$ cat src/rtl/systolic_feed_ctrl_if.sv
// Host/array-side signal bundle for systolic_feed_ctrl.
// The master modport is the command/host side, the slave modport is the sequencer.
interface systolic_feed_ctrl_if #(
    parameter int N  = 4,
    parameter int KW = 8
) ();
    logic                   start;
    logic [KW-1:0]          k_len;
    logic                   src_valid;
    logic                   busy;
    logic                   done;
    logic                   acc_clear;
    logic                   rd_en;
    logic [KW-1:0]          rd_addr;
    logic [N-1:0]           lane_valid;
    logic                   out_valid;
    logic [$clog2(N)-1:0]   out_row;

    modport master (
        output start, k_len, src_valid,
        input  busy, done, acc_clear, rd_en, rd_addr, lane_valid, out_valid, out_row
    );

    modport slave (
        input  start, k_len, src_valid,
        output busy, done, acc_clear, rd_en, rd_addr, lane_valid, out_valid, out_row
    );
endinterface

$ cat src/rtl/systolic_feed_ctrl.sv
// Sequencer for one N x N systolic-array tile: clears accumulators, streams
// k_len operand reads, produces the skewed lane-valid wavefront, waits for the
// array to drain and then steps through the N result rows.
// Optional feature macro: SYSTOLIC_CTRL_STALL_EN -- when defined, src_valid
// throttles operand reads; when undefined, src_valid is ignored (treated as 1).
module systolic_feed_ctrl #(
    parameter int N      = 4,
    parameter int KW     = 8,
    parameter int PE_LAT = 1
) (
    input  logic               clk,
    input  logic               reset,
    systolic_feed_ctrl_if.slave ctl
);
    // Drain length covers the full diagonal wavefront plus the PE pipeline.
    localparam int D  = 2 * N - 1 + PE_LAT;
    localparam int DW = (D > 1) ? $clog2(D) : 1;
    localparam int RW = $clog2(N);

    typedef enum logic [2:0] {
        S_IDLE   = 3'd0,
        S_CLEAR  = 3'd1,
        S_FEED   = 3'd2,
        S_DRAIN  = 3'd3,
        S_UNLOAD = 3'd4,
        S_DONE   = 3'd5
    } state_t;

    state_t          state_r, state_nxt_s;
    logic [KW-1:0]   klen_r, klen_nxt_s;
    logic [KW-1:0]   feed_cnt_r, feed_cnt_nxt_s;
    logic [DW-1:0]   drain_cnt_r, drain_cnt_nxt_s;
    logic [RW-1:0]   row_cnt_r, row_cnt_nxt_s;
    logic [N-1:0]    lane_valid_r;

    logic            src_ok_s;
    logic            busy_s;
    logic            done_s;
    logic            acc_clear_s;
    logic            rd_en_s;
    logic [KW-1:0]   rd_addr_s;
    logic            out_valid_s;
    logic [RW-1:0]   out_row_s;

`ifdef SYSTOLIC_CTRL_STALL_EN
    assign src_ok_s = ctl.src_valid;
`else
    // Port kept for a uniform interface; reads never stall in this build.
    logic unused_src_valid_s;
    assign unused_src_valid_s = ctl.src_valid;
    assign src_ok_s           = 1'b1;
`endif

    // State, latched length and phase counters.
    always_ff @(posedge clk) begin
        if (reset) begin
            state_r     <= S_IDLE;
            klen_r      <= '0;
            feed_cnt_r  <= '0;
            drain_cnt_r <= '0;
            row_cnt_r   <= '0;
        end else begin
            state_r     <= state_nxt_s;
            klen_r      <= klen_nxt_s;
            feed_cnt_r  <= feed_cnt_nxt_s;
            drain_cnt_r <= drain_cnt_nxt_s;
            row_cnt_r   <= row_cnt_nxt_s;
        end
    end

    // Skew register: lane 0 sees the read one cycle later (buffer latency),
    // each further lane one more cycle; it shifts every cycle without freezing.
    always_ff @(posedge clk) begin
        if (reset) begin
            lane_valid_r <= '0;
        end else begin
            lane_valid_r <= {lane_valid_r[N-2:0], rd_en_s};
        end
    end

    // Next-state, counter updates and output decode from registered state.
    always_comb begin
        state_nxt_s     = state_r;
        klen_nxt_s      = klen_r;
        feed_cnt_nxt_s  = feed_cnt_r;
        drain_cnt_nxt_s = drain_cnt_r;
        row_cnt_nxt_s   = row_cnt_r;
        busy_s          = 1'b0;
        done_s          = 1'b0;
        acc_clear_s     = 1'b0;
        rd_en_s         = 1'b0;
        rd_addr_s       = '0;
        out_valid_s     = 1'b0;
        out_row_s       = '0;

        case (state_r)
            S_IDLE: begin
                // A zero-length request is dropped without leaving IDLE.
                if (ctl.start && (ctl.k_len != '0)) begin
                    klen_nxt_s  = ctl.k_len;
                    state_nxt_s = S_CLEAR;
                end else begin
                    state_nxt_s = S_IDLE;
                end
            end
            S_CLEAR: begin
                busy_s         = 1'b1;
                acc_clear_s    = 1'b1;
                feed_cnt_nxt_s = '0;
                state_nxt_s    = S_FEED;
            end
            S_FEED: begin
                busy_s    = 1'b1;
                rd_en_s   = src_ok_s;
                rd_addr_s = feed_cnt_r;
                if (src_ok_s) begin
                    if (feed_cnt_r == (klen_r - {{(KW-1){1'b0}}, 1'b1})) begin
                        feed_cnt_nxt_s  = '0;
                        drain_cnt_nxt_s = '0;
                        state_nxt_s     = S_DRAIN;
                    end else begin
                        feed_cnt_nxt_s = feed_cnt_r + {{(KW-1){1'b0}}, 1'b1};
                    end
                end else begin
                    feed_cnt_nxt_s = feed_cnt_r;
                end
            end
            S_DRAIN: begin
                busy_s = 1'b1;
                if (drain_cnt_r == DW'(D - 1)) begin
                    drain_cnt_nxt_s = '0;
                    row_cnt_nxt_s   = '0;
                    state_nxt_s     = S_UNLOAD;
                end else begin
                    drain_cnt_nxt_s = drain_cnt_r + {{(DW-1){1'b0}}, 1'b1};
                end
            end
            S_UNLOAD: begin
                busy_s      = 1'b1;
                out_valid_s = 1'b1;
                out_row_s   = row_cnt_r;
                if (row_cnt_r == RW'(N - 1)) begin
                    row_cnt_nxt_s = '0;
                    state_nxt_s   = S_DONE;
                end else begin
                    row_cnt_nxt_s = row_cnt_r + {{(RW-1){1'b0}}, 1'b1};
                end
            end
            S_DONE: begin
                // start is not looked at here; only IDLE accepts work.
                done_s      = 1'b1;
                state_nxt_s = S_IDLE;
            end
            default: begin
                state_nxt_s = S_IDLE;
            end
        endcase
    end

    assign ctl.busy       = busy_s;
    assign ctl.done       = done_s;
    assign ctl.acc_clear  = acc_clear_s;
    assign ctl.rd_en      = rd_en_s;
    assign ctl.rd_addr    = rd_addr_s;
    assign ctl.lane_valid = lane_valid_r;
    assign ctl.out_valid  = out_valid_s;
    assign ctl.out_row    = out_row_s;
endmodule

$ cat src/flat_wrapper.sv
// flat-port wrapper written by rule: the top's interface ports become plain ports
module systolic_feed_ctrl_flat 
#(
    parameter int N      = 4,
    parameter int KW     = 8,
    parameter int PE_LAT = 1
)
  (clk, reset, ctl_start, ctl_k_len, ctl_src_valid, ctl_busy, ctl_done, ctl_acc_clear, ctl_rd_en, ctl_rd_addr, ctl_lane_valid, ctl_out_valid, ctl_out_row);
  systolic_feed_ctrl_if #(.N(N), .KW(KW)) ctl_i ();
  input  logic clk;
  input  logic reset;
  input wire logic [$bits(ctl_i.start)-1:0] ctl_start;
  input wire logic [$bits(ctl_i.k_len)-1:0] ctl_k_len;
  input wire logic [$bits(ctl_i.src_valid)-1:0] ctl_src_valid;
  output wire logic [$bits(ctl_i.busy)-1:0] ctl_busy;
  output wire logic [$bits(ctl_i.done)-1:0] ctl_done;
  output wire logic [$bits(ctl_i.acc_clear)-1:0] ctl_acc_clear;
  output wire logic [$bits(ctl_i.rd_en)-1:0] ctl_rd_en;
  output wire logic [$bits(ctl_i.rd_addr)-1:0] ctl_rd_addr;
  output wire logic [$bits(ctl_i.lane_valid)-1:0] ctl_lane_valid;
  output wire logic [$bits(ctl_i.out_valid)-1:0] ctl_out_valid;
  output wire logic [$bits(ctl_i.out_row)-1:0] ctl_out_row;
  assign ctl_i.start = ctl_start;
  assign ctl_i.k_len = ctl_k_len;
  assign ctl_i.src_valid = ctl_src_valid;
  assign ctl_busy = ctl_i.busy;
  assign ctl_done = ctl_i.done;
  assign ctl_acc_clear = ctl_i.acc_clear;
  assign ctl_rd_en = ctl_i.rd_en;
  assign ctl_rd_addr = ctl_i.rd_addr;
  assign ctl_lane_valid = ctl_i.lane_valid;
  assign ctl_out_valid = ctl_i.out_valid;
  assign ctl_out_row = ctl_i.out_row;
  systolic_feed_ctrl #(.N(N), .KW(KW), .PE_LAT(PE_LAT)) u_core (.clk(clk), .reset(reset), .ctl(ctl_i));
endmodule
$ cat config.mk
export PLATFORM = sky130hd
export DESIGN_NAME = systolic_feed_ctrl_flat
export DESIGN_NICKNAME = d
export VERILOG_FILES = /design/src/rtl/systolic_feed_ctrl_if.sv /design/src/rtl/systolic_feed_ctrl.sv /design/src/flat_wrapper.sv
export SDC_FILE = /design/constraint.sdc
export NUM_CORES = 1
export LEC_CHECK = 0
export CORE_MARGIN = 4
export CORE_UTILIZATION = 25
export DETAILED_ROUTE_END_ITERATION = 7
export PLACE_DENSITY = 0.48
export REMOVE_ABC_BUFFERS = 1
export SYNTH_ARGS = -nofsm -noshare
export SYNTH_HDL_FRONTEND = slang
export SYNTH_SLANG_ARGS = --single-unit
$ cat constraint.sdc
create_clock -name clk -period 3.46 [get_ports clk]
set_clock_uncertainty 0.2 [all_clocks]
set_input_delay 0.346 -clock clk [delete_from_list [all_inputs] [get_ports clk]]
set_output_delay 0.346 -clock clk [all_outputs]
set_load 0.02 [all_outputs]
### Word-level counts from Yosys, hierarchy flattened

Cells that the tools add are included.

| operators by class | value |
|---|---|
| add/subtract/negate cells | 4 |
| multiply operators | 0 |
| divide/modulo/power cells | 0 |
| order comparisons | 0 |
| equality and inequality tests | 11 |
| shift-type cells | 0 |
| mux-type cells | 20 |
| bitwise gates (word level) | 0 |
| reductions and logical operators | 11 |

Operators with widths:

| cell | count |
|---|---|
| $mux W8 | 2 |
| $pmux W8 S2 | 1 |
| $mux W3 | 5 |
| $pmux W3 S5 | 1 |
| $eq A3 B3 Y1 const B | 3 |
| $add A8 B1 Y8 const B | 1 |
| $eq A8 B8 Y1 | 1 |
| $reduce_bool A8 Y1 | 1 |
| $sub A8 B1 Y8 const B | 1 |
| $eq A3 B2 Y1 const B | 2 |
| $mux W1 | 6 |
| $mux W2 | 3 |
| $ne A2 B1 Y1 const B | 3 |
| $pmux W3 S2 | 1 |
| $reduce_and A2 Y1 | 3 |
| $reduce_bool A2 Y1 | 3 |
| $pmux W2 S2 | 1 |
| $reduce_or A4 Y1 | 1 |
| $add A3 B1 Y3 const B | 1 |
| $eq A3 B1 Y1 const B | 1 |
| $logic_not A3 Y1 | 1 |
| $reduce_and A3 Y1 | 1 |
| $add A2 B1 Y2 const B | 1 |
| $eq A2 B2 Y1 const B | 1 |
| $logic_and A1 B1 Y1 | 1 |

| storage, ports and cells | value |
|---|---|
| register bits after elaboration | 28 |
| latch bits | 0 |
| bits in writable memories | 0 |
| memory bits (read-only) | 0 |
| logic and storage cells | 52 |
| memories | 0 |

### Longest topological paths before layout

Gate-level depths: netlist of the first run.

| depth | value |
|---|---|
| depth after elaboration | 4 |
| gate-level depth with buffers | 7 |

### Worst setup path after synthesis of the first run

Ideal clock, no wire load.

| timing path | value |
|---|---|
| kind | reg-to-reg |
| start point | reg u_core.klen_r[0] |
| end point | reg u_core.state_r[0] |
| arrival | 1,963 ps |
| setup slack | 1,211 ps |
| stages on the path, launching flop included | 8 |
| period minus slack after synthesis | 2,249 ps |
| path through | dfxtp_1 -> inv_1 -> ha_1 -> o21ba_1 -> a221oi_2 -> a41oi_2 -> or3_4 -> a221oi_2 |

| between the ends | value |
|---|---|
| longest elaborated chain between the ends | 4 |

Ends and longest elaborated chain:

| what | line | text |
|---|---|---|
| start: declaration | systolic_feed_ctrl.sv:30 | `logic [KW-1:0] klen_r, klen_nxt_s;` |
| start signal: assignment | systolic_feed_ctrl.sv:64 | `klen_r <= klen_nxt_s;` |
| $sub A8 B1 Y8 | systolic_feed_ctrl.sv:117 | `if (feed_cnt_r == (klen_r - {{(KW-1){1'b0}}, 1'b1})) begin` |
| $eq A8 B8 Y1 | systolic_feed_ctrl.sv:117 |  |
| $ne A2 B1 Y1 (no line) | -- |  |
| $reduce_and A3 Y1 (no line) | -- |  |
| end signal: assignment | systolic_feed_ctrl.sv:63 | `state_r <= state_nxt_s;` |
| end: declaration | systolic_feed_ctrl.sv:29 | `state_t state_r, state_nxt_s;` |

No other way between the ends.
A chain may end at the register's enable or synchronous reset.

### Worst setup path in the final report of the first run

| timing path | value |
|---|---|
| start point | reg u_core.state_r[2] |
| end point | out ctl_rd_addr[7] |

| between the ends | value |
|---|---|
| longest elaborated chain between the ends | 2 |

Ends and longest elaborated chain:

| what | line | text |
|---|---|---|
| $eq A3 B2 Y1 | systolic_feed_ctrl.sv:96 | `case (state_r)` |
| $mux W8 | systolic_feed_ctrl.sv:96 |  |
| end: declaration | flat_wrapper.sv:19 | `output wire logic [$bits(ctl_i.rd_addr)-1:0] ctl_rd_addr;` |

No other way between the ends.

==> metrics.yaml, run 1 <==
grt-busiest-layer: "met2"
numCtsBuffers: 3
path_clk_slew_ns: 0.10
clock-root-buffer: "clkbuf_8"
slew-limit-headroom_pct: 58.0
nNetsFinal: 237
cts_tree: "done"
yosys.area_share.adder_pct: 3.75
h-tree-depth: 1
finalNonFillerCells: 295
drt-initial-drc-count: 104
start_util_pct: 26.0
report.final.slew_viol_count: 0
die_y_um: 89.7
antennaDiodeCount: 0
dieArea_um2: 8050
syn_inst: 192
max_stage_delay_ns: 0.61
layout-area-overhead-vs-synth_pct: 22.8
grtUsageMet2_pct: 17.0
num_io_pins: 31
rsz0062_at_grt: "no"
required_ns: 2.91
cts_sinks: 28
maxCapViolations: 0
drive_gt1_share_pct: 7.34
clk_latency_ns: 0.28
overflow: 0
cp-end-kind: "output port"
ys_types: 44
synth_edf_count: 0
tns_ns: 0
synthSimpleGateAreaFrac_pct: 29.7
drcViolationCount: 0
fp.dieW_um: 89.7
num_vias: 1491
setup_violations: 0
yosysMostFrequentCell: "dfxtp_1"
port_buffers: 29
syn_area_per_cell_um2: 8.70
gp_congestion: 0.746
critPathMaxFanout: 15
synthDominantCellAreaShare_pct: 33.6
dp_hpwl_mm: 3.00
cts_setup_buffers: 0
hold_class: "flop to flop"
post_cts_resized: 0
outcome: "complete, no violations"
p_per_area_nw_per_um2: 360
ys_warn_count: 0
finalCritPeriodShare_pct: 82.9
dp.cells: 292
synth_flop_cell: "dfxtp_1"
worstPathArrival_ns: 2.32
peakVddDrop_uv: 152
antenna_found_initial: 0
post-route-min-period_ns: 2.87
synth-xor-area-share_pct: 5.77
p_leak_nw: 0.795
ys_ff_latch: 28
grt_first_pass_wirelength_mm: 7.25
synth-compound-area-share_pct: 17.4
syn_area_um2: 1670
synth_common_cells: "28 x dfxtp_1, 25 x nor2_1, 11 x nand2_1, 9 x and2_1, 9 x nand3_1"
hold_ws_ns: 0.270
routed_wl_mm: 4.13
num_rows: 29
seq_area_frac_synth_pct: 33.6
firstDrtPassIters: 4
netlist_top_cells_area: "dfxtp_1 34%, nor2_1 5.6%, mux2i_1 4.8%"
grt_start_max_net_pins: 21
critPathTopFamily: "buffers and inverters"
wire_per_inst_um: 14.0
track_usage_pct: 10.6
cts_buffer_depth: 2
criticalPathCategory: "flop to output port"
core_um2: 6420
synth_mux_area_share_pct: 4.79
yosys.area.top_type: "dfxtp_1"
crit_path_start_kind: "flop"
critPathSlowestCell: "clkdlybuf4s50_1"
grtUsageMet3_pct: 2.67
vias_per_cell: 5.05
fillers: 686
synth_top_family_by_area: "simple AND/OR/NAND/NOR gates"
async_reset_ff_share_pct: 0
use_met1_pct: 14.6
drtAntennaViolNets: 0
grt_pass1_vias: 1472
postCtsHoldBufs: 0
path_cells: "or3b_1, inv_1, and2_1, clkdlybuf4s50_1"
path_buf_inv: 2
tightest_slew_ns: 0.630
hold_viol: 0
max_freq_ghz: 0.349
path summary, 6_finish.rpt:
check	from	slack [ns]	cells past startpoint	to
worst min register to register	u_core.ctl.lane_valid[2]$_SDFF_PP0_	0.27	1	u_core.ctl.lane_valid[3]$_SDFF_PP0_
worst min-delay path	u_core.ctl.lane_valid[2]$_SDFF_PP0_	0.27	1	u_core.ctl.lane_valid[3]$_SDFF_PP0_
worst max register to register	u_core.klen_r[0]$_SDFFE_PP0P_	0.93	7	u_core.drain_cnt_r[2]$_SDFFE_PP0P_
worst max-delay path	u_core.state_r[2]$_SDFFE_PP0P_	0.59	4	ctl_rd_addr[7]
layer usage:
layer	up-vias	share of wire [%]	wire length (um)
li1	765	-	-
met1	693	50	2050
met2	29	46	1880
met3	4	4.1	169
met4	0	0.63	26
met5	-	0	0
area by class of cell:
cell class,instances,area (um2),area share (%)
multi-input cells,150,1030,50.0
repair buffers,31,305,14.9
well taps,77,96.3,4.70
flip-flops and latches,28,561,27.3
inverters,6,22.5,1.10
clock buffers,3,41.3,2.01
through the flow:
| stage | setup slack [ns] | util [%] | instance area [um2] | total power, W |
|---|---|---|---|---|
| after floorplan | 1.21 | - | 1610 | 0.000495 |
| after global placement | 0.912 | 31.3 | 2010 | 0.000563 |
| after detailed placement | 0.933 | 31.3 | 2010 | 0.000563 |
| after CTS | 0.602 | 32.0 | 2050 | 0.000748 |
| after global routing | 0.476 | 32.0 | 2050 | 0.000783 |
| final | 0.593 | 32.0 | 2050 | 0.000739 |
flip-flops by register name, summed over array words and instances, names as in the netlist:
register               flops
u_core.state_r             3
u_core.klen_r              8
u_core.ctl.lane_valid      4
u_core.row_cnt_r           2
u_core.drain_cnt_r         3
u_core.feed_cnt_r          8
cell usage in the layout (no fill, tap or decap), types with 2 or more instances in the layout:
master,n
clkdlybuf4s50_1,29
dfxtp_1,28
nor2_1,25
nand2_1,11
and2_1,9
nand3_1,9
and3_1,8
nor4_1,8
mux2i_1,8
a21oi_1,8
inv_1,6
xnor2_1,6
xor2_1,5
ha_1,5
nor3_1,4
o31ai_1,4
o32ai_1,4
a311oi_1,3
nor2b_1,3
clkbuf_8,3
nand3b_1,2
a31oi_1,2
a22oi_1,2
a221oi_2,2
o21ai_0,2
o211a_1,2
or2_2,2
buf_4,2
logic make-up (layout without fill, tap and decap cells):
group	after synthesis	count (layout)
flops	28	28
mux	8	8
compound gates	35	35
simple gates	91	91
xor+xnor	11	11
buf+inv	14	40
fa+ha+maj	5	5
worst reg2reg max path, delay by kind of cell (launching register included):
kind,cells,cell delay [ns]
AO/OA/AOI/OAI,5,1.36
flip-flops,1,0.47
adder cells (fa/ha/maj),1,0.30
buffers and inverters,1,0.08
where the power goes:
| group | leakage [nW] | switching [W] | internal [W] | total, W |
|---|---|---|---|---|
| clock network | 0.0216 | 0.000105 | 0.0000784 | 0.000184 |
| logic | 0.546 | 0.000114 | 0.0000828 | 0.000197 |
| registers | 0.228 | 0.0000221 | 0.000337 | 0.000359 |
Note: power is estimated with default switching activity, not from simulation.
==> inputs of run 2 (changes only) <==
--- a/config.mk
+++ b/config.mk
@@ -8,7 +8,7 @@
 export CORE_MARGIN = 4
 export CORE_UTILIZATION = 25
 export DETAILED_ROUTE_END_ITERATION = 7
-export PLACE_DENSITY = 0.48
+export PLACE_DENSITY = 0.5
 export REMOVE_ABC_BUFFERS = 1
 export SYNTH_ARGS = -nofsm -noshare
 export SYNTH_HDL_FRONTEND = slang
==> constraint.sdc (replaced) <==
create_clock -name clk -period 2.4 [get_ports clk]
set_clock_uncertainty 0.2 [all_clocks]
set_input_delay 0.24 -clock clk [delete_from_list [all_inputs] [get_ports clk]]
set_output_delay 0.24 -clock clk [all_outputs]
set_load 0.02 [all_outputs]
==> metrics.yaml, run 2 (synthesis gave the netlist of run 1 again) <==
outcome: "complete, no violations"
report.final.slew_viol_count: 0
dp_hpwl_mm: 3.16
numCtsBuffers: 3
critPathSlowestCell: "clkdlybuf4s50_1"
p_per_area_nw_per_um2: 508
path_cells: "buf_4, nor2_4, and2_1, clkdlybuf4s50_1"
clock-root-buffer: "clkbuf_8"
num_rows: 29
start_util_pct: 26.0
antenna_found_initial: 0
num_io_pins: 31
hold_class: "flop to flop"
power_w: 0.00110
die_y_um: 89.7
postCtsHoldBufs: 0
clk_latency_ns: 0.28
core_um2: 6420
fp.dieW_um: 89.7
max_freq_ghz: 0.449
tns_ns: 0
finish.utilization_pct: 33.8
finalCritPeriodShare_pct: 92.8
drtAntennaViolNets: 0
port_buffers: 29
num_vias: 1518
tightest_slew_ns: 0.639
maxCapViolations: 0
critPathMaxFanout: 11
hold_viol: 0
firstDrtPassIters: 4
path_clk_slew_ns: 0.10
dp.cells: 306
drcViolationCount: 0
gp_congestion: 0.794
layout_common_cells: "28 x dfxtp_1, 24 x nor2_1, 20 x clkdlybuf4s50_1"
drt-initial-drc-count: 64
layout-area-overhead-vs-synth_pct: 29.9
nNetsFinal: 251
final_common_cell: "dfxtp_1"
peakVddDrop_uv: 210
crit_path_start_kind: "flop"
setup_violations: 0
antennaDiodeCount: 0
grt_first_pass_wirelength_mm: 7.07
cts_setup_buffers: 0
finalNonFillerCells: 309
track_usage_pct: 10.4
slew-limit-headroom_pct: 57.4
cts_buffer_depth: 2
required_ns: 1.96
wire_per_inst_um: 13.6
h-tree-depth: 1
cts_tree: "done"
grt_start_max_net_pins: 26
grt_pass1_vias: 1431
post-route-min-period_ns: 2.23
path_buf_inv: 2
critPathTopFamily: "buffers and inverters"
vias_per_cell: 4.91
cts_sinks: 28
routed_wl_mm: 4.21
criticalPathCategory: "flop to output port"
p_leak_nw: 0.941
drive_gt1_share_pct: 13.4
overflow: 0
dieArea_um2: 8050
cp-end-kind: "output port"
worstPathArrival_ns: 1.79
rsz0062_at_grt: "no"
max_stage_delay_ns: 0.63
-- run 2: changes by cell type in the layout (fill, tap and decap cells not counted) --
cell             previous run  this run
nor2_4                      0         1
clkdlybuf4s50_1            29        20
dlygate4sd2_1               0         7
nor2_1                     25        24
nor4_4                      0         1
buf_4                       2        16
dlymetal6s2s_1              0         2
nor4_2                      1         0
-- run 2: final timing paths --
check,startpoint,to,slack (ns),depth (start not counted)
setup / recovery,u_core.state_r[0]$_SDFFE_PP0P_,ctl_out_valid,0.17,4
hold reg to reg,u_core.ctl.lane_valid[1]$_SDFF_PP0_,u_core.ctl.lane_valid[2]$_SDFF_PP0_,0.27,1
setup reg to reg,u_core.klen_r[0]$_SDFFE_PP0P_,u_core.state_r[0]$_SDFFE_PP0P_,0.20,8
hold / removal,u_core.ctl.lane_valid[1]$_SDFF_PP0_,u_core.ctl.lane_valid[2]$_SDFF_PP0_,0.27,1
-- run 2: cell type report --
type | instances | area (um2)
Inverter | 6 | 22.5
Timing Repair Buffer | 45 | 407
Clock buffer | 3 | 41.3
Sequential cell | 28 | 561
Tap cell | 77 | 96.3
Fill cell | 693 | 4250
Multi-Input combinational cell | 150 | 1040
-- run 2: per-layer routing --
layer	vias to the layer above	wire (um)	track usage [%]
li1	784	-	-
met1	712	2110	14.2
met2	18	1920	16.9
met3	4	151	2.67
met4	0	21	1.53
met5	-	0	0
-- run 2: power breakdown --
part | switching (W) | total (W) | internal [W]
clock network | 0.000149 | 0.000262 | 0.000113
registers | 0.0000237 | 0.000509 | 0.000485
logic | 0.000183 | 0.000332 | 0.000149
total | 0.000355 | 0.00110 | 0.000747
-- run 2: worst reg2reg max path: stages, from the launching register on --
cell      delay (ns)
dfxtp_1         0.32
inv_1           0.05
ha_1            0.24
buf_4           0.15
nand3_1         0.08
a221oi_2        0.29
a41oi_2         0.09
or3_4           0.43
a221oi_2        0.26
-- run 2: what timing repair did --
action                                  CTS  global route
cloned                                    0             0
pin swaps                                 0             0
endpoints found under the setup margin   10             4
resized for setup                         8             4
-- run 2: per-stage QoR --
stage	area [um2]	hold slack (ns)	worst slack, ns
finish	2170	0.269	0.173
global route	2170	0.285	0.0379
CTS	2150	0.273	0.0667
detailed placement	2120	0.256	0.186
global placement	2120	0.246	0.245
floorplan	1610	0.109	0.149
==> inputs of run 3 (changes only) <==
--- a/config.mk
+++ b/config.mk
@@ -13,3 +13,4 @@
 export SYNTH_ARGS = -nofsm -noshare
 export SYNTH_HDL_FRONTEND = slang
 export SYNTH_SLANG_ARGS = --single-unit
+export TNS_END_PERCENT = 100
==> results of run 3 <==
The final DEF is identical to that of run 2; final timing and power are the same.
